==> src/rtl/data_bus_responder_pkg.sv <==
// Shared address map, status bit positions and UART transmitter state encoding
// for the CPU data-port responder.
package data_bus_responder_pkg;

  localparam logic [7:0] RAM_TOP        = 8'hEF;
  localparam logic [7:0] ADDR_UART_DATA = 8'hF0;
  localparam logic [7:0] ADDR_UART_STAT = 8'hF1;
  localparam logic [7:0] ADDR_GPIO      = 8'hF2;
  localparam int         RAM_WORDS      = int'(RAM_TOP) + 1;

  localparam int BUSY = 0;
  localparam int FULL = 1;
  localparam int OVF  = 2;

  typedef enum logic [1:0] {
    ST_IDLE,
    ST_START,
    ST_DATA,
    ST_STOP
  } uart_state_e;

endpackage

==> src/rtl/data_bus_responder_uart_tx_fifo.sv <==
// Byte FIFO feeding an 8N1 serialiser; a push into an idle, empty unit is popped next edge.
// A push while full with no pop that edge is dropped and flagged on ovf_evt.
module uart_tx_fifo
  import data_bus_responder_pkg::*;
#(
  parameter int CLK_DIV    = 16,
  parameter int FIFO_DEPTH = 4
) (
  input  logic       clock,
  input  logic       reset_n,
  input  logic       push_vld,
  input  logic [7:0] push_dat,
  output logic       full,
  output logic       busy,
  output logic       ovf_evt,
  output logic       txd
);

  localparam int PW = $clog2(FIFO_DEPTH);
  localparam int CW = PW + 1;
  localparam int BW = $clog2(CLK_DIV);
  localparam logic [BW-1:0] BAUD_LAST = BW'(CLK_DIV - 1);
  localparam logic [CW-1:0] CNT_FULL  = CW'(FIFO_DEPTH);

  logic [7:0]    mem_q [FIFO_DEPTH];
  logic [PW-1:0] rd_ptr_q, rd_ptr_d, wr_ptr_q, wr_ptr_d;
  logic [CW-1:0] count_q, count_d;
  uart_state_e   state_q, state_d;
  logic [BW-1:0] baud_q, baud_d;
  logic [2:0]    bit_q, bit_d;
  logic [7:0]    shift_q, shift_d;
  logic          txd_q, txd_d;
  logic          empty, baud_done, pop, push_ok;

  assign empty     = (count_q == '0);
  assign full      = (count_q == CNT_FULL);
  assign baud_done = (baud_q == BAUD_LAST);
  assign busy      = (state_q != ST_IDLE) || !empty;
  assign push_ok   = push_vld && (!full || pop);
  assign ovf_evt   = push_vld && full && !pop;
  assign txd       = txd_q;

  always_comb begin
    state_d = state_q;
    baud_d  = baud_q;
    bit_d   = bit_q;
    shift_d = shift_q;
    pop     = 1'b0;
    case (state_q)
      ST_IDLE: begin
        if (!empty) begin
          pop     = 1'b1;
          state_d = ST_START;
          baud_d  = '0;
        end
      end
      ST_START: begin
        if (baud_done) begin
          state_d = ST_DATA;
          baud_d  = '0;
          bit_d   = '0;
        end else begin
          baud_d = baud_q + BW'(1);
        end
      end
      ST_DATA: begin
        if (baud_done) begin
          baud_d  = '0;
          shift_d = {1'b0, shift_q[7:1]};
          bit_d   = bit_q + 3'd1;
          if (bit_q == 3'd7) state_d = ST_STOP;
        end else begin
          baud_d = baud_q + BW'(1);
        end
      end
      ST_STOP: begin
        if (baud_done) begin
          baud_d = '0;
          // Chain straight into the next start bit so queued bytes leave with no idle gap.
          if (!empty) begin
            pop     = 1'b1;
            state_d = ST_START;
          end else begin
            state_d = ST_IDLE;
          end
        end else begin
          baud_d = baud_q + BW'(1);
        end
      end
      default: state_d = ST_IDLE;
    endcase
    if (pop) shift_d = mem_q[rd_ptr_q];
  end

  always_comb begin
    wr_ptr_d = push_ok ? wr_ptr_q + PW'(1) : wr_ptr_q;
    rd_ptr_d = pop ? rd_ptr_q + PW'(1) : rd_ptr_q;
    count_d  = count_q;
    case ({push_ok, pop})
      2'b10:   count_d = count_q + CW'(1);
      2'b01:   count_d = count_q - CW'(1);
      default: count_d = count_q;
    endcase
  end

  // Line level is registered from the next state so it is glitch-free.
  always_comb begin
    txd_d = 1'b1;
    case (state_d)
      ST_START: txd_d = 1'b0;
      ST_DATA:  txd_d = shift_d[0];
      default:  txd_d = 1'b1;
    endcase
  end

  always_ff @(posedge clock) begin
    if (push_ok) mem_q[wr_ptr_q] <= push_dat;
  end

  always_ff @(posedge clock or negedge reset_n) begin
    if (!reset_n) begin
      state_q  <= ST_IDLE;
      baud_q   <= '0;
      bit_q    <= '0;
      shift_q  <= '0;
      txd_q    <= 1'b1;
      rd_ptr_q <= '0;
      wr_ptr_q <= '0;
      count_q  <= '0;
    end else begin
      state_q  <= state_d;
      baud_q   <= baud_d;
      bit_q    <= bit_d;
      shift_q  <= shift_d;
      txd_q    <= txd_d;
      rd_ptr_q <= rd_ptr_d;
      wr_ptr_q <= wr_ptr_d;
      count_q  <= count_d;
    end
  end

endmodule

==> src/rtl/data_bus_responder.sv <==
// CPU data-port responder: RAM plus UART/GPIO registers, zero-cycle combinational reads.
// Never stalls the CPU; UART bytes written while the TX FIFO is full are dropped and flagged.
module data_bus_responder
  import data_bus_responder_pkg::*;
#(
  parameter int CLK_DIV    = 16,
  parameter int FIFO_DEPTH = 4
) (
  input  logic       clock,
  input  logic       reset_n,
  input  logic [7:0] addr,
  input  logic [7:0] w_data,
  input  logic       w_en,
  output logic [7:0] r_data,
  output logic       uart_txd,
  output logic [7:0] gpio_out
);

  logic [7:0] ram_q [RAM_WORDS];
  logic [7:0] gpio_q, gpio_d;
  logic       ovf_q, ovf_d;
  logic       ram_sel, tx_push, tx_full, tx_busy, ovf_evt;
  logic [7:0] status;

  assign ram_sel  = (addr <= RAM_TOP);
  assign tx_push  = w_en && (addr == ADDR_UART_DATA);
  assign gpio_out = gpio_q;

  uart_tx_fifo #(
    .CLK_DIV   (CLK_DIV),
    .FIFO_DEPTH(FIFO_DEPTH)
  ) u_tx (
    .clock   (clock),
    .reset_n (reset_n),
    .push_vld(tx_push),
    .push_dat(w_data),
    .full    (tx_full),
    .busy    (tx_busy),
    .ovf_evt (ovf_evt),
    .txd     (uart_txd)
  );

  always_comb begin
    status       = 8'h00;
    status[BUSY] = tx_busy;
    status[FULL] = tx_full;
    status[OVF]  = ovf_q;
  end

  always_comb begin
    r_data = 8'h00;
    if (ram_sel) begin
      r_data = ram_q[addr];
    end else begin
      case (addr)
        ADDR_UART_STAT: r_data = status;
        ADDR_GPIO:      r_data = gpio_q;
        default:        r_data = 8'h00;
      endcase
    end
  end

  // A drop on the same edge as a clear must leave the sticky flag set.
  always_comb begin
    gpio_d = gpio_q;
    ovf_d  = ovf_q;
    if (w_en && (addr == ADDR_GPIO))      gpio_d = w_data;
    if (w_en && (addr == ADDR_UART_STAT)) ovf_d  = 1'b0;
    if (ovf_evt)                          ovf_d  = 1'b1;
  end

  always_ff @(posedge clock) begin
    if (w_en && ram_sel) ram_q[addr] <= w_data;
  end

  always_ff @(posedge clock or negedge reset_n) begin
    if (!reset_n) begin
      gpio_q <= 8'h00;
      ovf_q  <= 1'b0;
    end else begin
      gpio_q <= gpio_d;
      ovf_q  <= ovf_d;
    end
  end

endmodule

==> config.mk <==
export PLATFORM = sky130hd
export DESIGN_NAME = data_bus_responder
export DESIGN_NICKNAME = d
export VERILOG_FILES = /design/src/rtl/data_bus_responder_pkg.sv /design/src/rtl/data_bus_responder_uart_tx_fifo.sv /design/src/rtl/data_bus_responder.sv
export SDC_FILE = /design/constraint.sdc
export NUM_CORES = 2
export LEC_CHECK = 0
export ABC_AREA = 1
export CAP_MARGIN = 20
export CORE_MARGIN = 3
export CORE_UTILIZATION = 25
export DETAILED_ROUTE_END_ITERATION = 16
export GPL_TIMING_DRIVEN = 0
export REMOVE_ABC_BUFFERS = 1
export SLEW_MARGIN = 40
export SYNTH_ARGS = -nofsm -noshare
export SYNTH_HDL_FRONTEND = slang
export SYNTH_SLANG_ARGS = --single-unit
==> constraint.sdc <==
create_clock -name clock -period 2.36 [get_ports clock]
set_clock_uncertainty 0.2 [all_clocks]
set_input_delay 0.236 -clock clock [delete_from_list [all_inputs] [get_ports clock]]
set_output_delay 0.236 -clock clock [all_outputs]
set_load 0.01 [all_outputs]
==> out/results.md <==
- portion of the post-synthesis area used by sequential elements: 0.7417
- arrival time of the worst setup path: 3.13 ns
- initial antenna violation count: 3
- Final min period: 3.562 ns
- met2 track demand over resource in global routing: 0.2386
- Critical R2R Launch: u_tx.state_q[1]$_DFF_PN0_
- post-synthesis async set-or-reset flop share: 0.01712
- HPWL reported at the end of detailed placement: 130.2 mm
- maximum level of the CTS H-tree: 4
- Area growth syn-to-layout: 23.67%
- Worst path most repeated cell: sky130_fd_sc_hd__buf_16
- leftover overflow at the end of global routing: 0
- Initial Util: 0.2517
- number of fill cells: 31,180
- Rows: 207
- Setup Slack @ Placement: -3.587 ns
- Die Y: 572.3 microns
- first-pass GRT wire length: 343.3 mm
- origin of the worst min-delay path: w_en
- period utilization: 1.509
- Mapped Cells: 7,084
- global routing's busiest layer: met2
- GRT Resource Usage Total: 0.1398
- required time reported for the critical path endpoint: 1.92 ns
- placer's final routability congestion estimate: 0.8017
- destination of the worst hold path: gpio_out[7]$_DFFE_PN0P_
- Syn Area/Cell: 11.32 sq um
- leakage component of the power: 35.80 nW
- per-cell routed wire length: 20.36 microns
- smallest setup slack after layout: -1.202 ns
- Max Transition Viols Final: 0
- cell area after synthesis: 80,180 sq um
- floorplan die width: 572.3 microns
- most common cell after layout, fill and taps aside: sky130_fd_sc_hd__nand2_1
- total routed wirelength: 236.5 mm
- headroom to the max-slew limit: 0.3867
- internal reg-to-reg setup slack: -0.02 ns
- count of synthesis-stage warnings from yosys: 0
- Yosys reg bits: 1,986
- endpoints failing hold: 0
- worst setup path start: addr[0]
- Final Setup Violations: 1,465
- startpoint types: input port
- design area: 99,150 sq um
- Critical Path End Type: primary output
- category of the most critical setup path: in -> out
- met3 track demand over resource: 0.02218
- commonest cells after routing, fill and taps aside: sky130_fd_sc_hd__nand2_1, sky130_fd_sc_hd__edfxtp_1, sky130_fd_sc_hd__nor2_4
- post-route ant nets: 0
- buffers from clock root to sink, at most: 3
- hold path depth: 3
- post-detailed-route via-to-cell ratio: 4.636
- total cell area at the placement stage: 87,670 sq um
- number of nets at the end of the flow: 7,310
- Core Area: 318,600 sq um
- count of cells along the worst register-to-register path: 14
- latest clock arrival within the worst-skew pair: 0.83 ns
- ratio of cells with drive above 1 in the final layout: 0.1490
- top-level port count: 36
- GRT met1 Usage: 0.1712
- detailed-route DRC error count: 0
- DRC violation total after the first TritonRoute iteration: 5,225
- Num Clock Sinks: 1,986
- clock tree from TritonCTS: built
- vias in the first global route: 52,010
- type of the tightest min-delay check: in -> reg
- Port Buffers: 35
- distinct cell type count after synthesis: 38
- total power: 75.71 mW
- violated checks: negative setup slack
- Max Clock Freq: 280.7 MHz
- result of the run: finished with violations
- R2R Path End: u_tx.count_q[2]$_DFFE_PN0P_
- overall via count from detail_route: 53,840
- largest vdd supply drop: 0.7775 mV
- Initial DRT Pass Iterations: 6
- crit path max fanout: 6
- Crit path largest cell delay: 0.21 ns
- master of the slowest instance on the critical path: sky130_fd_sc_hd__nor2_4
- CTS Root Buffer Type: sky130_fd_sc_hd__clkbuf_16
- kind of cell adding the most delay to the critical path: buffers and inverters
- pin count of the biggest net entering global routing: 93
- Max-cap violations: 0
- Clock transition at path regs: 0.06 ns
- number of flops mapped to enable cells by yosys: 1,952
- total power per unit cell area: 763.6 nW/um^2
- sum of buffers and inverters on the critical path: 12
- worst slew pin tran: 0.9166 ns
- unrepaired setup endpoints after global routing: yes
- most used flip-flop cell after synthesis: sky130_fd_sc_hd__edfxtp_1
- area of the die: 327,500 sq um
- TritonCTS buffer count: 189
==> state kept, by name (all words and copies together) (netlist names), 3 cells and up <==
name          count
gpio_out          8
u_tx.mem_q       32
u_tx.bit_q        3
u_tx.shift_q      8
u_tx.count_q      3
u_tx.baud_q       4
ram_q          1920
==> worst max-delay path by stage <==
stage                                    to  slack [ns]  depth (start not counted)
detailed placement                r_data[2]       -3.59                         25
global route                      r_data[2]       -1.26                         25
global placement    ram_q[234][4]$_DFFE_PP_      -76.78                          4
finish                            r_data[1]       -1.20                         25
floorplan           ram_q[101][0]$_DFFE_PP_      -10.87                          4
CTS                               r_data[2]       -1.18                         25
==> cell type report <==
cell class	count	area (sq um)	area share
flip-flops and latches	1986	59470	0.5998
multi-input cells	4682	21580	0.2177
repair buffers	355	6416	0.06471
well taps	4180	5230	0.05275
clock buffers	230	5032	0.05075
clock inverters	113	1006	0.01015
inverters	56	341.6	0.003445
repair inverters	8	66.31	0.0006688
diodes	3	7.507	0.00007572
==> kinds of logic after synthesis <==
logic type / synth area share
flip-flops: 0.7417
XOR/XNOR: 0.0005462
AO/OA/AOI/OAI: 0.01600
AND/OR/NAND/NOR: 0.2163
adder cells (fa/ha/maj): 0.002122
buffers and inverters: 0.02214
multiplexers: 0.001124
==> repair_timing <==
item                       in CTS  in global routing
pin swaps                     101                 69
resized for setup             649                131
cloned                         50                  3
setup endpoints to repair    1987               1560
hold buffers                   11                  1
hold endpoints to repair     1211                 16
buffers inserted              100                 33
==> stage by stage <==
stage | hold slack [ns] | utilization | setup TNS [ns] | cells
6_report | 0.09181 | 0.3112 | -160.76 | 11610
5_1_grt | 0.09380 | 0.3112 | -115.15 | 11610
4_1_cts | 0.04330 | 0.3085 | -24.15 | 11570
3_5_place_dp | 0.005469 | 0.2752 | -4169.74 | 11070
3_3_place_gp | 0.2780 | 0.2643 | - | 10940
2_1_floorplan | -0.2596 | - | - | 6723
==> worst min-delay path: stages <==
cell and delay (ns):
sky130_fd_sc_hd__clkdlybuf4s50_1 0.47, sky130_fd_sc_hd__nand2_2 0.21, sky130_fd_sc_hd__mux2_1 0.16
==> synthesized netlist by cell type (4+ instances only) <==
cell,count,area share
sky130_fd_sc_hd__o21ai_1,32,0.0020
sky130_fd_sc_hd__a22oi_1,78,0.0073
sky130_fd_sc_hd__inv_2,6,0.00028
sky130_fd_sc_hd__buf_1,34,0.0016
sky130_fd_sc_hd__nor2_1,537,0.025
sky130_fd_sc_hd__nand4_1,179,0.014
sky130_fd_sc_hd__a221oi_1,4,0.00044
sky130_fd_sc_hd__inv_1,42,0.0020
sky130_fd_sc_hd__buf_4,8,0.00075
sky130_fd_sc_hd__ha_1,12,0.0019
sky130_fd_sc_hd__nor2_2,4,0.00031
sky130_fd_sc_hd__xor2_1,5,0.00055
sky130_fd_sc_hd__dfrtp_1,33,0.010
sky130_fd_sc_hd__clkbuf_1,185,0.0087
sky130_fd_sc_hd__nand2_1,3613,0.17
sky130_fd_sc_hd__nand3_1,118,0.0074
sky130_fd_sc_hd__a21oi_1,45,0.0028
sky130_fd_sc_hd__clkinv_1,8,0.00037
sky130_fd_sc_hd__edfxtp_1,1952,0.73
sky130_fd_sc_hd__buf_2,132,0.0082
sky130_fd_sc_hd__a221o_1,6,0.00075
sky130_fd_sc_hd__mux2_1,8,0.0011
sky130_fd_sc_hd__o21ai_0,23,0.0014
==> power by group <==
| group | leakage, nW | total, mW | switching (mW) | internal (mW) |
|---|---|---|---|---|
| sequential | 18.0 | 39.2 | 0.200 | 39.0 |
| clock | 2.96 | 29.9 | 12.9 | 17.1 |
| combinational | 14.9 | 6.62 | 4.40 | 2.22 |
| total | 35.8 | 75.7 | 17.5 | 58.2 |
==> per-layer routing <==
layer	share of wire	wire length [microns]
met1	0.39	91140
met2	0.49	115200
met3	0.073	17180
met4	0.055	12960
met5	0	0
No activity file was read; power rests on OpenSTA's default activity.
